`config.mk`:
```
export PLATFORM = sky130hd
export DESIGN_NAME = nonce_scan_ctrl_flat
export DESIGN_NICKNAME = d
export VERILOG_FILES = /design/src/rtl/mining_pkg.sv /design/src/rtl/nonce_scan_ctrl_if.sv /design/src/rtl/target_compare.sv /design/src/rtl/nonce_scan_ctrl.sv /design/src/flat_wrapper.sv
export SDC_FILE = /design/constraint.sdc
export NUM_CORES = 2
export LEC_CHECK = 0
export ABC_AREA = 0
export BUFFER_PORTS_ARGS = -buffer_cell sky130_fd_sc_hd__buf_4
export CORE_AREA = 2 2 688 690
export CTS_BUF_LIST = sky130_fd_sc_hd__clkbuf_8
export DETAILED_ROUTE_END_ITERATION = 12
export DIE_AREA = 0 0 690 692
export GPL_TIMING_DRIVEN = 1
export HOLD_SLACK_MARGIN = 0.15
export REMOVE_ABC_BUFFERS = 1
export SYNTH_ARGS = -nofsm -noshare
export SYNTH_HDL_FRONTEND = slang
export SYNTH_SLANG_ARGS = --single-unit
```
`constraint.sdc`:
```
create_clock -name clk -period 3.85 [get_ports clk]
set_clock_uncertainty 0.2 [all_clocks]
set_input_delay 0.1925 -clock clk [delete_from_list [all_inputs] [get_ports clk]]
set_output_delay 0.1925 -clock clk [all_outputs]
set_load 0.02 [all_outputs]
```
`src/rtl/mining_pkg.sv`:
```
// Shared constants, state encoding and block-2 assembly helper for the nonce scan controller.
package mining_pkg;

    localparam int unsigned NONCE_W = 32;
    localparam int unsigned CYCLE_W = 6;
    localparam int unsigned HASH_W  = 256;
    localparam int unsigned WORD_W  = 32;
    localparam int unsigned TAIL_W  = 96;
    localparam int unsigned BLOCK_W = 512;

    localparam logic [CYCLE_W-1:0] CYCLE_LAST   = 6'd63;
    localparam logic [WORD_W-1:0]  PAD_WORD     = 32'h8000_0000;
    localparam logic [WORD_W-1:0]  LEN_WORD_HDR = 32'h0000_0280;

    typedef enum logic [1:0] {IDLE, RUN, DRAIN, DONE} scan_state_e;

    // Header tail as carried on the host bus: bits, time, merkle tail (LSB word).
    typedef struct packed {
        logic [WORD_W-1:0] bits;
        logic [WORD_W-1:0] ntime;
        logic [WORD_W-1:0] merkle;
    } hdr_tail_t;

    function automatic logic [BLOCK_W-1:0] build_w(input hdr_tail_t tail, input logic [NONCE_W-1:0] nonce);
        logic [BLOCK_W-1:0] w;
        w          = '0;
        w[95:0]    = tail;
        w[127:96]  = nonce;
        w[159:128] = PAD_WORD;
        w[511:480] = LEN_WORD_HDR;
        return w;
    endfunction

endpackage

```
`src/rtl/nonce_scan_ctrl_if.sv`:
```
// Host-side work/result signals and sha256-core signals of the nonce scan controller.
interface nonce_scan_ctrl_if;
    import mining_pkg::*;

    logic                 start;
    logic                 abort;
    logic [HASH_W-1:0]    midstate;
    logic [TAIL_W-1:0]    header_tail;
    logic [HASH_W-1:0]    target;
    logic [NONCE_W-1:0]   nonce_start;
    logic [NONCE_W-1:0]   nonce_end;
    logic [HASH_W-1:0]    H;
    logic [BLOCK_W-1:0]   W;
    logic [CYCLE_W-1:0]   cycle;
    logic [HASH_W-1:0]    hash;
    logic                 busy;
    logic                 found;
    logic [NONCE_W-1:0]   found_nonce;
    logic                 done;

    modport slave (
        input  start, abort, midstate, header_tail, target, nonce_start, nonce_end, hash,
        output H, W, cycle, busy, found, found_nonce, done
    );

    modport master (
        output start, abort, midstate, header_tail, target, nonce_start, nonce_end, hash,
        input  H, W, cycle, busy, found, found_nonce, done
    );

endinterface

```
`src/rtl/target_compare.sv`:
```
// Unsigned 256-bit hash <= target check, kept separate so it can be timed on its own.
module target_compare
    import mining_pkg::*;
(
    input  logic [HASH_W-1:0] hash_i,
    input  logic [HASH_W-1:0] target_i,
    output logic              hit_c_o
);

    assign hit_c_o = (hash_i <= target_i);

endmodule

```
`src/rtl/nonce_scan_ctrl.sv`:
```
// Nonce scan controller: feeds midstate/nonce work to the sha256 core and reports target hits.
// Define NONCE_SCAN_STOP_ON_FOUND_EN to end the scan at the first hit.
module nonce_scan_ctrl
    import mining_pkg::*;
(
    input  logic             clk,
    input  logic             rst,
    nonce_scan_ctrl_if.slave bus
);

    scan_state_e        state_q, state_d;
    logic [CYCLE_W-1:0] cycle_q, cycle_d;
    logic [NONCE_W-1:0] nonce_q, nonce_d;
    logic [NONCE_W-1:0] chk_nonce_q, chk_nonce_d;
    logic               chk_valid_q, chk_valid_d;
    logic [HASH_W-1:0]  midstate_q, midstate_d;
    hdr_tail_t          tail_q, tail_d;
    logic [HASH_W-1:0]  target_q, target_d;
    logic               found_q, found_d;
    logic [NONCE_W-1:0] found_nonce_q, found_nonce_d;
    logic               done_q, done_d;
    logic               busy_q, busy_d;

    logic scanning_c, cyc_zero_c, hit_c, hit_now_c, stop_hit_c;

    target_compare u_cmp (
        .hash_i   (bus.hash),
        .target_i (target_q),
        .hit_c_o  (hit_c)
    );

    assign scanning_c = (state_q == RUN) || (state_q == DRAIN);
    assign cyc_zero_c = (cycle_q == '0);
    // The core's hash is only meaningful on the rollover clock of a launched nonce.
    assign hit_now_c  = scanning_c && cyc_zero_c && chk_valid_q && hit_c && !bus.abort;

`ifdef NONCE_SCAN_STOP_ON_FOUND_EN
    assign stop_hit_c = hit_now_c;
`else
    assign stop_hit_c = 1'b0;
`endif

    // State register
    always_ff @(posedge clk) begin
        if (rst) state_q <= IDLE;
        else     state_q <= state_d;
    end

    // Next-state logic
    always_comb begin
        state_d = state_q;
        unique case (state_q)
            IDLE:  if (bus.start) state_d = RUN;
            RUN: begin
                if (bus.abort)                                  state_d = IDLE;
                else if (stop_hit_c)                            state_d = DONE;
                else if (cyc_zero_c && nonce_q == bus.nonce_end) state_d = DRAIN;
            end
            DRAIN: begin
                if (bus.abort)      state_d = IDLE;
                else if (cyc_zero_c) state_d = DONE;
            end
            DONE:    state_d = IDLE;
            default: state_d = IDLE;
        endcase
    end

    // Datapath and output next values
    always_comb begin
        cycle_d       = '0;
        nonce_d       = nonce_q;
        chk_nonce_d   = chk_nonce_q;
        chk_valid_d   = chk_valid_q;
        midstate_d    = midstate_q;
        tail_d        = tail_q;
        target_d      = target_q;
        found_d       = 1'b0;
        found_nonce_d = found_nonce_q;
        done_d        = (state_d == DONE);
        busy_d        = (state_d == RUN) || (state_d == DRAIN);

        if (state_q == IDLE && bus.start) begin
            midstate_d  = bus.midstate;
            tail_d      = hdr_tail_t'(bus.header_tail);
            target_d    = bus.target;
            nonce_d     = bus.nonce_start;
            chk_valid_d = 1'b0;
        end

        if (state_q == RUN && !bus.abort && cyc_zero_c) begin
            chk_nonce_d = nonce_q;
            chk_valid_d = 1'b1;
            if (nonce_q != bus.nonce_end) nonce_d = nonce_q + NONCE_W'(1);
        end

        if (scanning_c && busy_d)
            cycle_d = (cycle_q == CYCLE_LAST) ? '0 : cycle_q + CYCLE_W'(1);

        if (hit_now_c) begin
            found_d       = 1'b1;
            found_nonce_d = chk_nonce_q;
        end
    end

    // Datapath registers
    always_ff @(posedge clk) begin
        if (rst) begin
            cycle_q       <= '0;
            nonce_q       <= '0;
            chk_nonce_q   <= '0;
            chk_valid_q   <= 1'b0;
            midstate_q    <= '0;
            tail_q        <= '0;
            target_q      <= '0;
            found_q       <= 1'b0;
            found_nonce_q <= '0;
            done_q        <= 1'b0;
            busy_q        <= 1'b0;
        end else begin
            cycle_q       <= cycle_d;
            nonce_q       <= nonce_d;
            chk_nonce_q   <= chk_nonce_d;
            chk_valid_q   <= chk_valid_d;
            midstate_q    <= midstate_d;
            tail_q        <= tail_d;
            target_q      <= target_d;
            found_q       <= found_d;
            found_nonce_q <= found_nonce_d;
            done_q        <= done_d;
            busy_q        <= busy_d;
        end
    end

    assign bus.H           = midstate_q;
    assign bus.W           = build_w(tail_q, nonce_q);
    assign bus.cycle       = cycle_q;
    assign bus.busy        = busy_q;
    assign bus.found       = found_q;
    assign bus.found_nonce = found_nonce_q;
    assign bus.done        = done_q;

endmodule

```
`src/flat_wrapper.sv`:
```
// flat-port wrapper written by rule: the top's interface ports become plain ports
module nonce_scan_ctrl_flat import mining_pkg::*;
  (clk, rst, bus_start, bus_abort, bus_midstate, bus_header_tail, bus_target, bus_nonce_start, bus_nonce_end, bus_hash, bus_H, bus_W, bus_cycle, bus_busy, bus_found, bus_found_nonce, bus_done);
  nonce_scan_ctrl_if bus_i ();
  input  logic clk;
  input  logic rst;
  input wire logic [$bits(bus_i.start)-1:0] bus_start;
  input wire logic [$bits(bus_i.abort)-1:0] bus_abort;
  input wire logic [$bits(bus_i.midstate)-1:0] bus_midstate;
  input wire logic [$bits(bus_i.header_tail)-1:0] bus_header_tail;
  input wire logic [$bits(bus_i.target)-1:0] bus_target;
  input wire logic [$bits(bus_i.nonce_start)-1:0] bus_nonce_start;
  input wire logic [$bits(bus_i.nonce_end)-1:0] bus_nonce_end;
  input wire logic [$bits(bus_i.hash)-1:0] bus_hash;
  output wire logic [$bits(bus_i.H)-1:0] bus_H;
  output wire logic [$bits(bus_i.W)-1:0] bus_W;
  output wire logic [$bits(bus_i.cycle)-1:0] bus_cycle;
  output wire logic [$bits(bus_i.busy)-1:0] bus_busy;
  output wire logic [$bits(bus_i.found)-1:0] bus_found;
  output wire logic [$bits(bus_i.found_nonce)-1:0] bus_found_nonce;
  output wire logic [$bits(bus_i.done)-1:0] bus_done;
  assign bus_i.start = bus_start;
  assign bus_i.abort = bus_abort;
  assign bus_i.midstate = bus_midstate;
  assign bus_i.header_tail = bus_header_tail;
  assign bus_i.target = bus_target;
  assign bus_i.nonce_start = bus_nonce_start;
  assign bus_i.nonce_end = bus_nonce_end;
  assign bus_i.hash = bus_hash;
  assign bus_H = bus_i.H;
  assign bus_W = bus_i.W;
  assign bus_cycle = bus_i.cycle;
  assign bus_busy = bus_i.busy;
  assign bus_found = bus_i.found;
  assign bus_found_nonce = bus_i.found_nonce;
  assign bus_done = bus_i.done;
  nonce_scan_ctrl u_core (.clk(clk), .rst(rst), .bus(bus_i));
endmodule
```
==> impl_metrics.csv <==
group,metric,value,unit
run_status,status,"completed",
logic_synthesis,synth_edf_count,0,
logic_synthesis,syn_area,0.0354,mm²
place,pre_cts_ws,-0.144,ns
place,hpwl,308000,µm
worst_setup_path,crit_path_start_kind,"flop",
sta,final_hold_viol_count,0,
detailed_routing,vias,48700,
worst_setup_path,crit_path_max_fanout,10,
floorplan,die_area,0.477,mm²
worst_setup_path,crit_buf_inv,5,
floorplan,floorplan.initialDensity,7.54,%
sta,slew_headroom,42.5,%
detailed_routing,drc,0,
logic_synthesis,synth_cell_types,64,
global_routing,antenna_found_initial,455,
layout,num-nets-final,9581,
clocking,clock_path_buffers,4,
worst_setup_path,max_stage_delay,0.57,ns
worst_setup_path,crit_chain,"buf_4, xor2_1, nor4_2, nand4_1, nor2_1, buf_4, nor2_2, nor2_1, buf_4, a32oi_1, dlygate4sd3_1, a21oi_1, dlygate4sd3_1",
power,p_per_area,308,mW/mm²
clocking,clock-sinks,716,
worst_setup_path,crit_required,4.61,ns
detailed_routing,drt-total-wl,368000,µm
global_routing,grt_pass1_wl,466000,µm
detailed_routing,antenna_left,0,
sta,worst_pin_slew,0.863,ns
clocking,clk_pin_slew,0.06,ns
detailed_routing,route.detailed.wl_per_inst,24.7,µm
worst_setup_path,path_delay_family,"buffers and inverters",
clocking,numCtsBuffers,160,
global_routing,grt_pass1_vias,48800,
worst_setup_path,arrival,4.55,ns
floorplan,rows,252,
layout,seq_area,0.0143,mm²
layout,fin_area,0.0800,mm²
logic_synthesis,synthArstFlopShare,0,%
floorplan,ios,1741,
floorplan,core_area,0.470,mm²
logic_synthesis,syn_inst,4607,
detailed_routing,first_iter_violations,3408,
hold_path,min_path_type,"flop to flop",
layout,drive_gt1_share,20.9,%
global_routing,grtUsageTotal,14.8,%
logic_synthesis,synth_top_area_share,40.5,%
global_routing,grt-ovfl-total,0,
sta,grt_setup_unrepaired,"yes",
sta,timing.final.crit_share,98.6,%
detailed_routing,routed_via_density,3.27,
layout,multiInputGateArea,0.0178,mm²
logic_synthesis,synth_area_leaders,"dfxtp_1, nand2_1, a21oi_1",
floorplan,dieWidth,690,µm
logic_synthesis,ys_ff_latch,716,
place,post_dp_cell_area,0.0521,mm²
sta,final-setup-viol-count,0,
worst_setup_path,crit_top_cell,"buf_4",
worst_setup_path,crit_path_top_delay_cell,"dlygate4sd3_1",
logic_synthesis,ys_warn_count,0,
place,port_buffers,1356,
power,vdd_drop_max,0.000239,V
logic_synthesis,ys.flop_type,"dfxtp_1",
global_routing,grt_max_degree,131,
power,leakage,33.6,nW
clocking,worstSkewPairLatency,0.96,ns
worst_setup_path,crit_type,"flop to flop",
detailed_routing,dr.pass1.iters,6,
clocking,cts_tree,"built",
sta,fin_ws,0.0535,ns
sta,period_minus_slack,3.80,ns
sta,hold_slack,0.248,ns
place,gp_congestion,0.941,
logic_synthesis,syn_avg_cell_area,7.69,µm²
logic_synthesis,yosysSeqAreaShare,40.5,%
sta,drv_slew,0,
clocking,htreeDepth,4,
run,drv_cap,0,
logic_synthesis,yosys.area.top_type,"dfxtp_1",
sta,fmax,0.263,GHz
layout,syn2layout_area_growth,126,%
layout,fillers,52800,
layout,utilization,17.0,%
floorplan,die_h,692,µm
sta,tns,0,ns
worst_setup_path,end_kind,"flop",
clocking,root_buffer,"clkbuf_8",
-- cell usage after synthesis (15+ instances only) --
cell type / count
or2b_2: 39
inv_1: 275
and4_1: 17
a21oi_1: 779
nand2b_1: 18
nand3_1: 37
ha_1: 264
clkbuf_1: 226
nor4_1: 24
nor2_1: 58
nand2_1: 1373
nor3_1: 26
and3_1: 15
o21ai_0: 55
nand4_1: 51
xor2_1: 33
a21o_1: 27
buf_4: 384
mux2i_1: 32
dfxtp_1: 716
-- metal layers --
layer  part of all wire, %  GRT usage (%)
met2                    45           24.2
met5                  0.24              0
met4                   6.1           6.96
met3                    11           6.61
met1                    38           16.2
-- cell usage in the layout, fill, tap and decap left out, drive strengths merged, types with 10 or more instances in the layout --
cell,instances
dlygate4sd3,2399
buf,1467
nand2,1373
a21oi,779
dfxtp,716
conb,384
inv,330
ha,264
clkbuf,184
diode,175
nor2,59
o21ai,58
nand4,51
or2b,48
nand3,37
xor2,33
mux2i,32
a21o,27
nor3,26
nor4,24
nand2b,18
and4,18
and3,15
a211oi,14
a31oi,14
clkinv,14
bufinv,13
a221oi,12
nor2b,10
-- power breakdown --
| part | internal (mW) | switching [mW] |
|---|---|---|
| clock network | 5.21 | 4.29 |
| logic | 3.39 | 3.62 |
| registers | 7.85 | 0.272 |
-- cell families (layout without fill, tap and decap cells) --
family                   Yosys count  in the layout  synth area share, %
multiplexers                      32             32                0.904
other                              2            559               0.0212
flip-flops                       716            716                 40.5
AND/OR/NAND/NOR                 1700           1700                 20.2
XOR/XNOR                          36             36                0.890
buffers and inverters            909           4414                 13.8
AO/OA/AOI/OAI                    948            948                 14.4
adder cells (fa/ha/maj)          264            264                 9.32
-- registers in the layout, indices dropped and copies added (netlist names) --
register,count
u_core.bus.H,256
u_core.bus.W,96
u_core.bus.busy,1
u_core.bus.cycle,6
u_core.bus.done,1
u_core.bus.found,1
u_core.bus.found_nonce,32
u_core.chk_nonce_q,32
u_core.chk_valid_q,1
u_core.nonce_q,32
u_core.state_q,2
u_core.target_q,256
-- area by class of cell --
type | count | area share, %
repair buffers | 3868 | 44.2
multi-input cells | 3364 | 22.2
flip-flops and latches | 716 | 17.9
well taps | 6223 | 9.73
clock buffers | 183 | 3.15
inverters | 275 | 1.29
clock inverters | 88 | 0.966
diodes | 175 | 0.547
-- final timing paths --
path | from | slack, ns | cells after the start | end
min | u_core.chk_nonce_q[30] | 0.25 | 2 | u_core.chk_nonce_q[30]
max reg2reg | u_core.nonce_q[3] | 0.05 | 13 | u_core.nonce_q[4]
min reg2reg | u_core.chk_nonce_q[30] | 0.25 | 2 | u_core.chk_nonce_q[30]
max | u_core.nonce_q[3] | 0.05 | 13 | u_core.nonce_q[4]
-- worst min-delay path, cell delays in order (launching register included) --
cell and delay, ns:
dfxtp_1 0.30, nand2_1 0.05, a21oi_1 0.05
-- through the flow --
step,std cells,power (mW)
2_1_floorplan,4355,10.5
3_3_place_gp,12000,12.7
3_5_place_dp,12000,12.8
4_1_cts,14700,25.0
5_1_grt,14800,25.9
6_report,14900,24.6
-- repair_timing --
item | CTS | global route
buffers inserted | 0 | 2
hold endpoints to repair | 716 | 1
hold buffers | 2399 | 1
pin swaps | 1 | 6
gates cloned | 0 | 1
setup endpoints to repair | 32 | 53
gates resized for setup | 3 | 35
(Power assumes the default switching activity.)
